<file path="src/rtl/regfile_pkg.sv">
// Shared register-file definitions: word/address widths, the writeback request
// record and the arbiter grant encoding.
package regfile_pkg;

  localparam int DATA_W = 16;
  localparam int ADDR_W = 4;

  typedef struct packed {
    logic [ADDR_W-1:0] addr;
    logic [DATA_W-1:0] data;
  } wb_req_t;

  typedef enum logic [1:0] {
    GNT_NONE,
    GNT_ALU,
    GNT_MEM
  } grant_e;

endpackage

</file>
<file path="src/rtl/regfile_writeback_arbiter_if.sv">
// Request, writeback and hazard-check signals between the execute/memory stages,
// the writeback arbiter and the register file.
interface regfile_writeback_arbiter_if;

  logic                          alu_valid;
  logic                          alu_ready;
  logic [regfile_pkg::ADDR_W-1:0] alu_addr;
  logic [regfile_pkg::DATA_W-1:0] alu_data;
  logic                          mem_valid;
  logic                          mem_ready;
  logic [regfile_pkg::ADDR_W-1:0] mem_addr;
  logic [regfile_pkg::DATA_W-1:0] mem_data;
  logic                          wb_en;
  logic [regfile_pkg::ADDR_W-1:0] wb_addr;
  logic [regfile_pkg::DATA_W-1:0] wb_data;
  logic [regfile_pkg::ADDR_W-1:0] chk_addr1;
  logic [regfile_pkg::ADDR_W-1:0] chk_addr2;
  logic                          pend1;
  logic                          pend2;

  modport master (
    output alu_valid, alu_addr, alu_data, mem_valid, mem_addr, mem_data,
           chk_addr1, chk_addr2,
    input  alu_ready, mem_ready, wb_en, wb_addr, wb_data, pend1, pend2
  );

  modport slave (
    input  alu_valid, alu_addr, alu_data, mem_valid, mem_addr, mem_data,
           chk_addr1, chk_addr2,
    output alu_ready, mem_ready, wb_en, wb_addr, wb_data, pend1, pend2
  );

endinterface

</file>
<file path="src/rtl/wb_fifo.sv">
// Small synchronous FIFO of writeback requests; exposes occupancy, head and
// per-slot valid/address so the owner can run hazard compares over queued entries.
module wb_fifo
  import regfile_pkg::*;
#(
  parameter int DEPTH = 2
) (
  input  logic                          clk,
  input  logic                          rst,
  input  logic                          i_push,
  input  wb_req_t                       i_req,
  input  logic                          i_pop,
  output logic [$clog2(DEPTH+1)-1:0]    o_count,
  output wb_req_t                       o_head,
  output logic [DEPTH-1:0]              o_slot_vld,
  output logic [DEPTH-1:0][ADDR_W-1:0]  o_slot_addr
);

  localparam int PTR_W = $clog2(DEPTH);
  localparam int CNT_W = $clog2(DEPTH+1);

  wb_req_t              r_mem [DEPTH];
  logic [PTR_W-1:0]     r_wr_ptr;
  logic [PTR_W-1:0]     r_rd_ptr;
  logic [CNT_W-1:0]     r_count;
  logic [DEPTH-1:0]     r_vld;

  // NOTE: the storage array is deliberately not reset; r_vld and r_count alone
  // decide which slots hold live entries, so stale contents are never observed.
  always_ff @(posedge clk) begin
    if (i_push) r_mem[r_wr_ptr] <= i_req;
  end

  // NOTE: sequential state uses non-blocking assignments only, so every
  // register samples the pre-edge values regardless of statement order.
  always_ff @(posedge clk) begin
    if (rst) begin
      r_wr_ptr <= '0;
      r_rd_ptr <= '0;
      r_count  <= '0;
      r_vld    <= '0;
    end else begin
      if (i_push) begin
        r_wr_ptr        <= r_wr_ptr + PTR_W'(1);
        r_vld[r_wr_ptr] <= 1'b1;
      end
      if (i_pop) begin
        r_rd_ptr        <= r_rd_ptr + PTR_W'(1);
        r_vld[r_rd_ptr] <= 1'b0;
      end
      case ({i_push, i_pop})
        2'b10:   r_count <= r_count + CNT_W'(1);
        2'b01:   r_count <= r_count - CNT_W'(1);
        default: r_count <= r_count;
      endcase
    end
  end

  always_comb begin
    for (int i = 0; i < DEPTH; i++) o_slot_addr[i] = r_mem[i].addr;
  end

  assign o_count    = r_count;
  assign o_head     = r_mem[r_rd_ptr];
  assign o_slot_vld = r_vld;

endmodule

</file>
<file path="src/rtl/regfile_writeback_arbiter.sv">
// Merges ALU and load writebacks onto the single register-file write port, with
// mem priority bounded by an ALU starvation counter and combinational hazard flags.
module regfile_writeback_arbiter
  import regfile_pkg::*;
#(
  parameter int DEPTH      = 2,
  parameter int STARVE_MAX = 3
) (
  input  logic                         clk,
  input  logic                         rst,
  regfile_writeback_arbiter_if.slave   bus
);

  localparam int CNT_W = $clog2(DEPTH+1);
  localparam int STV_W = $clog2(STARVE_MAX+1);

  logic [CNT_W-1:0]             w_alu_count, w_mem_count;
  wb_req_t                      w_alu_head, w_mem_head, w_win;
  logic [DEPTH-1:0]             w_alu_vld, w_mem_vld;
  logic [DEPTH-1:0][ADDR_W-1:0] w_alu_slot, w_mem_slot;
  logic                         w_alu_ready, w_mem_ready;
  logic                         w_alu_ne, w_mem_ne;
  grant_e                       w_grant;
  logic [STV_W-1:0]             w_starve_nxt;
  logic                         w_pend1, w_pend2;

  logic [STV_W-1:0]             r_starve;
  logic                         r_wb_en;
  logic [ADDR_W-1:0]            r_wb_addr;
  logic [DATA_W-1:0]            r_wb_data;

  // Ready looks only at start-of-cycle occupancy, never at this cycle's pop.
  assign w_alu_ready = !rst && (w_alu_count < CNT_W'(DEPTH));
  assign w_mem_ready = !rst && (w_mem_count < CNT_W'(DEPTH));
  assign w_alu_ne    = (w_alu_count != '0);
  assign w_mem_ne    = (w_mem_count != '0);

  wb_fifo #(.DEPTH(DEPTH)) u_alu_fifo (
    .clk         (clk),
    .rst         (rst),
    .i_push      (bus.alu_valid && w_alu_ready),
    .i_req       ('{addr: bus.alu_addr, data: bus.alu_data}),
    .i_pop       (w_grant == GNT_ALU),
    .o_count     (w_alu_count),
    .o_head      (w_alu_head),
    .o_slot_vld  (w_alu_vld),
    .o_slot_addr (w_alu_slot)
  );

  wb_fifo #(.DEPTH(DEPTH)) u_mem_fifo (
    .clk         (clk),
    .rst         (rst),
    .i_push      (bus.mem_valid && w_mem_ready),
    .i_req       ('{addr: bus.mem_addr, data: bus.mem_data}),
    .i_pop       (w_grant == GNT_MEM),
    .o_count     (w_mem_count),
    .o_head      (w_mem_head),
    .o_slot_vld  (w_mem_vld),
    .o_slot_addr (w_mem_slot)
  );

  // NOTE: every output of this block gets a default first so no path can
  // leave a value unassigned and infer a latch.
  always_comb begin
    w_grant      = GNT_NONE;
    w_starve_nxt = r_starve;
    if (w_alu_ne && w_mem_ne)
      w_grant = (r_starve == STV_W'(STARVE_MAX)) ? GNT_ALU : GNT_MEM;
    else if (w_alu_ne)
      w_grant = GNT_ALU;
    else if (w_mem_ne)
      w_grant = GNT_MEM;

    if (!w_alu_ne || w_grant == GNT_ALU)
      w_starve_nxt = '0;
    else if (w_grant == GNT_MEM && r_starve != STV_W'(STARVE_MAX))
      w_starve_nxt = r_starve + STV_W'(1);
  end

  assign w_win = (w_grant == GNT_ALU) ? w_alu_head : w_mem_head;

  always_ff @(posedge clk) begin
    if (rst) begin
      r_starve  <= '0;
      r_wb_en   <= 1'b0;
      r_wb_addr <= '0;
      r_wb_data <= '0;
    end else begin
      r_starve <= w_starve_nxt;
      r_wb_en  <= (w_grant != GNT_NONE);
      if (w_grant != GNT_NONE) begin
        r_wb_addr <= w_win.addr;
        r_wb_data <= w_win.data;
      end
    end
  end

  // A write stays pending until the register file captures it off wb_*.
  always_comb begin
    w_pend1 = r_wb_en && (r_wb_addr == bus.chk_addr1);
    w_pend2 = r_wb_en && (r_wb_addr == bus.chk_addr2);
    for (int i = 0; i < DEPTH; i++) begin
      if (w_alu_vld[i] && w_alu_slot[i] == bus.chk_addr1) w_pend1 = 1'b1;
      if (w_mem_vld[i] && w_mem_slot[i] == bus.chk_addr1) w_pend1 = 1'b1;
      if (w_alu_vld[i] && w_alu_slot[i] == bus.chk_addr2) w_pend2 = 1'b1;
      if (w_mem_vld[i] && w_mem_slot[i] == bus.chk_addr2) w_pend2 = 1'b1;
    end
  end

  assign bus.alu_ready = w_alu_ready;
  assign bus.mem_ready = w_mem_ready;
  assign bus.wb_en     = r_wb_en;
  assign bus.wb_addr   = r_wb_addr;
  assign bus.wb_data   = r_wb_data;
  assign bus.pend1     = w_pend1;
  assign bus.pend2     = w_pend2;

endmodule

</file>
<file path="src/flat_wrapper.sv">
// flat-port wrapper written by rule: the top's interface ports become plain ports
module regfile_writeback_arbiter_flat import regfile_pkg::*;
#(
  parameter int DEPTH      = 2,
  parameter int STARVE_MAX = 3
)
  (clk, rst, bus_alu_valid, bus_alu_addr, bus_alu_data, bus_mem_valid, bus_mem_addr, bus_mem_data, bus_chk_addr1, bus_chk_addr2, bus_alu_ready, bus_mem_ready, bus_wb_en, bus_wb_addr, bus_wb_data, bus_pend1, bus_pend2);
  regfile_writeback_arbiter_if bus_i ();
  input  logic clk;
  input  logic rst;
  input wire logic [$bits(bus_i.alu_valid)-1:0] bus_alu_valid;
  input wire logic [$bits(bus_i.alu_addr)-1:0] bus_alu_addr;
  input wire logic [$bits(bus_i.alu_data)-1:0] bus_alu_data;
  input wire logic [$bits(bus_i.mem_valid)-1:0] bus_mem_valid;
  input wire logic [$bits(bus_i.mem_addr)-1:0] bus_mem_addr;
  input wire logic [$bits(bus_i.mem_data)-1:0] bus_mem_data;
  input wire logic [$bits(bus_i.chk_addr1)-1:0] bus_chk_addr1;
  input wire logic [$bits(bus_i.chk_addr2)-1:0] bus_chk_addr2;
  output wire logic [$bits(bus_i.alu_ready)-1:0] bus_alu_ready;
  output wire logic [$bits(bus_i.mem_ready)-1:0] bus_mem_ready;
  output wire logic [$bits(bus_i.wb_en)-1:0] bus_wb_en;
  output wire logic [$bits(bus_i.wb_addr)-1:0] bus_wb_addr;
  output wire logic [$bits(bus_i.wb_data)-1:0] bus_wb_data;
  output wire logic [$bits(bus_i.pend1)-1:0] bus_pend1;
  output wire logic [$bits(bus_i.pend2)-1:0] bus_pend2;
  assign bus_i.alu_valid = bus_alu_valid;
  assign bus_i.alu_addr = bus_alu_addr;
  assign bus_i.alu_data = bus_alu_data;
  assign bus_i.mem_valid = bus_mem_valid;
  assign bus_i.mem_addr = bus_mem_addr;
  assign bus_i.mem_data = bus_mem_data;
  assign bus_i.chk_addr1 = bus_chk_addr1;
  assign bus_i.chk_addr2 = bus_chk_addr2;
  assign bus_alu_ready = bus_i.alu_ready;
  assign bus_mem_ready = bus_i.mem_ready;
  assign bus_wb_en = bus_i.wb_en;
  assign bus_wb_addr = bus_i.wb_addr;
  assign bus_wb_data = bus_i.wb_data;
  assign bus_pend1 = bus_i.pend1;
  assign bus_pend2 = bus_i.pend2;
  regfile_writeback_arbiter #(.DEPTH(DEPTH), .STARVE_MAX(STARVE_MAX)) u_core (.clk(clk), .rst(rst), .bus(bus_i));
endmodule
</file>
<file path="config.mk">
export PLATFORM = sky130hd
export DESIGN_NAME = regfile_writeback_arbiter_flat
export DESIGN_NICKNAME = d
export VERILOG_FILES = /design/src/rtl/regfile_pkg.sv /design/src/rtl/regfile_writeback_arbiter_if.sv /design/src/rtl/wb_fifo.sv /design/src/rtl/regfile_writeback_arbiter.sv /design/src/flat_wrapper.sv
export SDC_FILE = /design/constraint.sdc
export NUM_CORES = 1
export LEC_CHECK = 0
export BUFFER_PORTS_ARGS = -buffer_cell sky130_fd_sc_hd__buf_2
export CAP_MARGIN = 20
export CELL_PAD_IN_SITES_DETAIL_PLACEMENT = 0
export CELL_PAD_IN_SITES_GLOBAL_PLACEMENT = 1
export CORE_MARGIN = 1.5
export CORE_UTILIZATION = 46
export CTS_CLUSTER_DIAMETER = 40
export DETAILED_ROUTE_END_ITERATION = 12
export GPL_ROUTABILITY_DRIVEN = 0
export PLACE_DENSITY = 0.75
export SLEW_MARGIN = 25
export SYNTH_ARGS = -nofsm -noshare
export SYNTH_HDL_FRONTEND = slang
export SYNTH_SLANG_ARGS = --single-unit
export TNS_END_PERCENT = 30
</file>
<file path="constraint.sdc">
create_clock -name clk -period 2.7 [get_ports clk]
set_clock_uncertainty 0.05 [all_clocks]
set_input_delay 0 -clock clk [delete_from_list [all_inputs] [get_ports clk]]
set_output_delay 0 -clock clk [all_outputs]
set_load 0.05 [all_outputs]
</file>
# After elaboration in Yosys (flattened, before gate mapping)
# Memories as Yosys holds them, arrays and structs flattened. A register that Yosys moved wholly into a read port is not among the register bits.
# Index checks and enable logic that the tools add are counted.
# op_classes
n_addsub	9
n_mul	0
div	0
n_lt_le_gt_ge	10
eq_ne	18
shifts	0
mux	37
n_bitwise	6
n_reduce_logical	29
# ops
cell	n
== test 4 bit	10
logical AND 1 bit	20
two-way mux 1 bit	20
two-way mux 2 bit	10
two-way mux 20 bit	1
nonzero test 2 bit	5
== test 2 bit (second input constant)	4
less-than comparator 1 x 2 -> 1 bit (second input constant)	4
one-hot mux 2 bit (2 select lines)	2
adder 2 x 1 -> 2 bit (second input constant)	3
== test 2 x 1 -> 1 bit (second input constant)	3
adder 1 bit (second input constant)	4
bitwise AND 2 bit	2
demux 1 bit (select 1 bit)	4
greater-or-equal comparator 1 bit (second input constant)	4
less-than comparator 2 bit (second input constant)	2
inverter 2 bit	2
OR 2 bit	2
subtractor 2 x 1 -> 2 bit (second input constant)	2
logical NOT 1 bit	2
!= test 2 bit (second input constant)	1
OR reduction 2 bit	1
logical OR 1 bit	1
# totals
register_bits	35
latch_bits	0
ram_bits	80
mem_bits_ro	0
inputBits	52
out_inout_bits	25
word_cells	123
memories	2
# memory_table
memory	depth	width	read_ports	rd_clocked_by_memory_dff	write_ports	line_no	text
u_core.u_alu_fifo.r_mem	2	20	3	1	1	wb_fifo.sv:22	wb_req_t r_mem [DEPTH];
u_core.u_mem_fifo.r_mem	2	20	3	1	1	wb_fifo.sv:22	

# Longest topological paths before layout
# logic_depth
word_depth	9
mapped_depth	8
depth_no_buf	7

# Hierarchy
# Synthesis repeated with hierarchy kept, for this count alone.
# unflattened
cells_unflattened	372
area_unflattened_um2	5053.6
# by_module_without_submodules
module	n_inst	cells_per_inst	area_per_inst_um2	seq_area_each_um2
wb_fifo	2	97	1759.2	1341.3
regfile_writeback_arbiter	1	178	1535.2	460.4

# Worst setup path before layout
# OpenSTA, ideal clock, no wires.
# synth_path
path_kind	flip-flop to flip-flop
from	register u_core.u_mem_fifo.r_count[1], in the netlist u_core.u_mem_fifo.o_count[1]
to	memory u_core.u_mem_fifo.r_mem[0][0] in the netlist's numbering, enable pin
setup_time_ns	0.398
t_arrival_ns	2.227
required_time_ns	2.252
setup_slack_ns	0.025
stages_incl_launch_ff	4
path_buffers	0
period_less_slack_ns	2.675
cell_sequence	dfxtp_1 -> nor2_1 -> nand2_1 -> nor2_1
# synth_between
elab_chain_cells	5
# synth_rtl
item	line_no	text
from (decl)	wb_fifo.sv:25	logic [CNT_W-1:0] r_count;
from (signal assigned)	wb_fifo.sv:52	2'b10: r_count <= r_count + CNT_W'(1);
from (signal assigned)	wb_fifo.sv:53	2'b01: r_count <= r_count - CNT_W'(1);
from (signal assigned)	wb_fifo.sv:54	default: r_count <= r_count;
less-than comparator 2 bit	regfile_writeback_arbiter.sv:34	assign w_mem_ready = !rst && (w_mem_count < CNT_W'(DEPTH));
logical AND 1 bit	regfile_writeback_arbiter.sv:34	
net bus_mem_ready	flat_wrapper.sv:20	output wire logic [$bits(bus_i.mem_ready)-1:0] bus_mem_ready;
logical AND 1 bit	regfile_writeback_arbiter.sv:53	.i_push (bus.mem_valid && w_mem_ready),
two-way mux 1 bit	wb_fifo.sv:31	if (i_push) r_mem[r_wr_ptr] <= i_req;
two-way mux 1 bit (implied by the code)	wb_fifo.sv:31	
to (decl)	wb_fifo.sv:22	
# The timed path passes the listed nets, and every way through them passes these cells.

==> flow_summary.json <==
{
  "die_x_um": 108,
  "synth.top_cell.area_share_pct": 47.2,
  "cts.sinks": 117,
  "start_util_pct": 47.1,
  "arrival_ns": 1.95,
  "tightest_slew_ns": 0.770,
  "root_buffer": "clkbuf_8",
  "grt_pass1_vias": 3454,
  "peakVddDrop_mv": 0.685,
  "numCtsBuffers": 17,
  "vias": 3295,
  "yosysMostFrequentCell": "edfxtp_1",
  "grt_max_degree": 44,
  "ys_seq_area_share_pct": 61.8,
  "dr.first_iter.drc_count": 196,
  "drtPass1Iterations": 5,
  "drive_gt1_share_pct": 37.7,
  "syn-mean-instance-area_sq_um": 13.5,
  "status": "finished clean",
  "syn2layout_area_growth_pct": 30.5,
  "cts_setup_buffers": 0,
  "synth_edf_count": 80,
  "placementRows": 38,
  "setup_slack_ns": 0.695,
  "wl_per_cell_um": 16.6,
  "hold_start": "bus_mem_data[1]",
  "coreArea_sq_um": 10800,
  "htree_levels": 4,
  "cp-start-kind": "flop",
  "antenna_found_initial": 0,
  "grt_pass1_wl_um": 16900,
  "post-route-drc-count": 0,
  "cts_tree": "built",
  "io_buffers": 76,
  "nNetsFinal": 557,
  "fin_cells": 655,
  "ys.flop_type": "edfxtp_1",
  "period_needed_ns": 2.00,
  "yosys-top-cells-area": "edfxtp_1 (47%), dfxtp_1 (15%), xor2_1 (5.9%)",
  "maxCapViolations": 0,
  "dpl_worst_slack_ns": 0.848,
  "p_leak_nw": 2.48,
  "min_path_type": "input port to flop",
  "path_clk_slew_ns": 0.06,
  "critPathLaunch": "u_core.u_mem_fifo.r_mem[1][17]$_DFFE_PP_",
  "regToRegStartpoint": "u_core.u_alu_fifo.o_count[1]$_SDFFE_PP0P_",
  "critPathMaxFanout": 3,
  "hold_violations": 0,
  "rsz0062_at_grt": "no",
  "syn-instance-count": 378,
  "max_slew_margin_pct": 48.6,
  "grt_usage_pct": 19.8,
  "die-area_sq_um": 11700,
  "cp.required_ns": 2.65,
  "ctsLongestPathBuffers": 2,
  "path_class": "flop to output port",
  "synth_area_sq_um": 5090,
  "ant_nets": 0,
  "setup-tns-final_ns": 0,
  "power_density_nw_per_um2": 1110,
  "holdWs_ns": 0.162,
  "crit_path_end_kind": "output port",
  "synth_largest_area_cell": "edfxtp_1",
  "async_flop_share_pct": 0,
  "fmax_mhz": 499,
  "insertion_delay_ns": 0.51,
  "dieHeight_um": 108,
  "totalWireLength_um": 10900,
  "fin_crit_sh_pct": 74.3,
  "synthTopCellsByCount": "edfxtp_1 (80), dfxtp_1 (37), xor2_1 (34)",
  "post-place-cells": 580,
  "diodes": 0,
  "yosysWarnings": 0,
  "hpwl_um": 7060,
  "synthDistinctLibCells": 35,
  "finalSetupViolations": 0,
  "viasPerCell": 5.03,
  "synthesis.nets": 433,
  "ys_seq_elements": 117,
  "fillers": 819,
  "slew_violations": 0,
  "grt_overflow": 0,
  "io_pins": 77
}
[path summary, 6_finish.rpt]
path	to	slack [ns]	depth (start not counted)
worst max-delay path	bus_pend2	0.70	5
worst min-delay path	u_core.u_mem_fifo.r_mem[0][1]$_DFFE_PP_	0.16	2
worst max register to register	u_core.u_alu_fifo.r_mem[0][17]$_DFFE_PP_	0.86	4
worst min register to register	u_core.r_starve[0]$_SDFFE_PP0P_	0.38	1
[final cells by class]
| cell class | count | area [sq um] | area share [%] |
|---|---|---|---|
| Sequential cell | 117 | 3140 | 47.4 |
| Multi-Input combinational cell | 234 | 1800 | 27.1 |
| Timing Repair Buffer | 130 | 893 | 13.5 |
| Clock buffer | 17 | 414 | 6.24 |
| Clock inverter | 15 | 205 | 3.09 |
| Tap cell | 140 | 175 | 2.64 |
| Inverter | 2 | 7.51 | 0.113 |
[power breakdown]
part	internal, mW	switching (mW)
registers	2.24	0.227
logic	0.901	1.72
clock network	1.50	0.803
[state kept, by name, indices dropped and copies added (netlist names), 2 cells and up, named ones only]
register	count
u_core.u_mem_fifo.r_mem	40
u_core.u_mem_fifo.o_slot_vld	2
u_core.bus.wb_addr	4
u_core.u_alu_fifo.o_count	2
u_core.u_alu_fifo.r_mem	40
u_core.r_starve	2
u_core.bus.wb_data	16
u_core.u_mem_fifo.o_count	2
u_core.u_alu_fifo.o_slot_vld	2
[per-stage QoR]
| stage | total power [mW] | utilization (%) | area, sq um |
|---|---|---|---|
| finish | 7.40 | 61.5 | 6640 |
| global route | 7.75 | 61.5 | 6640 |
| CTS | 7.47 | 61.5 | 6640 |
| detailed placement | 5.11 | 51.8 | 5590 |
| global placement | 5.06 | 51.8 | 5590 |
| floorplan | 4.57 | - | 5090 |
[metal layers]
layer | vias up | wire (um) | global-route usage (%) | share of wire [%]
met3 | 9 | 445 | 4.88 | 4.1
met5 | - | 0 | 0 | 0
li1 | 1610 | - | - | -
met4 | 0 | 112 | 6.48 | 1.0
met1 | 1596 | 4770 | 23.6 | 44
met2 | 80 | 5550 | 34.9 | 51
[cells in the final DEF (no fill, tap or decap), drive strengths merged]
cell type,instances
and3,2
dfxtp,37
nand2,47
dlygate4sd3,43
o22ai,1
ha,3
edfxtp,80
clkinv,6
nand3,4
nor3,8
bufinv,4
o22a,1
a31oi,4
inv,4
nor4,5
xor2,34
nor2b,2
xnor2,14
a21oi,23
nor2,19
a211oi,2
clkbuf,17
o211ai,20
and2,1
mux2,20
o21ai,2
clkinvlp,3
or3,2
buf,87
mux2i,20
[critical path: stages, from the launching register on]
cell,delay (ns)
edfxtp_1,0.46
xor2_1,0.19
nor4_1,0.35
a31oi_1,0.09
nand3_1,0.10
buf_2,0.26
[what timing repair did]
action / CTS / global route
hold endpoints to repair: 96 / 0
setup endpoints to repair: 0 / 0
hold buffers: 43 / 0
gates resized for setup: 0 / 0
[logic make-up after synthesis]
kind of cell | after synthesis | share of synthesized area, %
DFF | 117 | 61.8
and+or+nand+nor | 90 | 8.46
AOI/OAI and AO/OA | 53 | 9.42
xor gates and xnor gates | 48 | 8.27
muxes | 40 | 8.36
buffers and inverters | 27 | 2.95
adders and majority gates | 3 | 0.738
No activity file was read; power rests on OpenSTA's default activity.
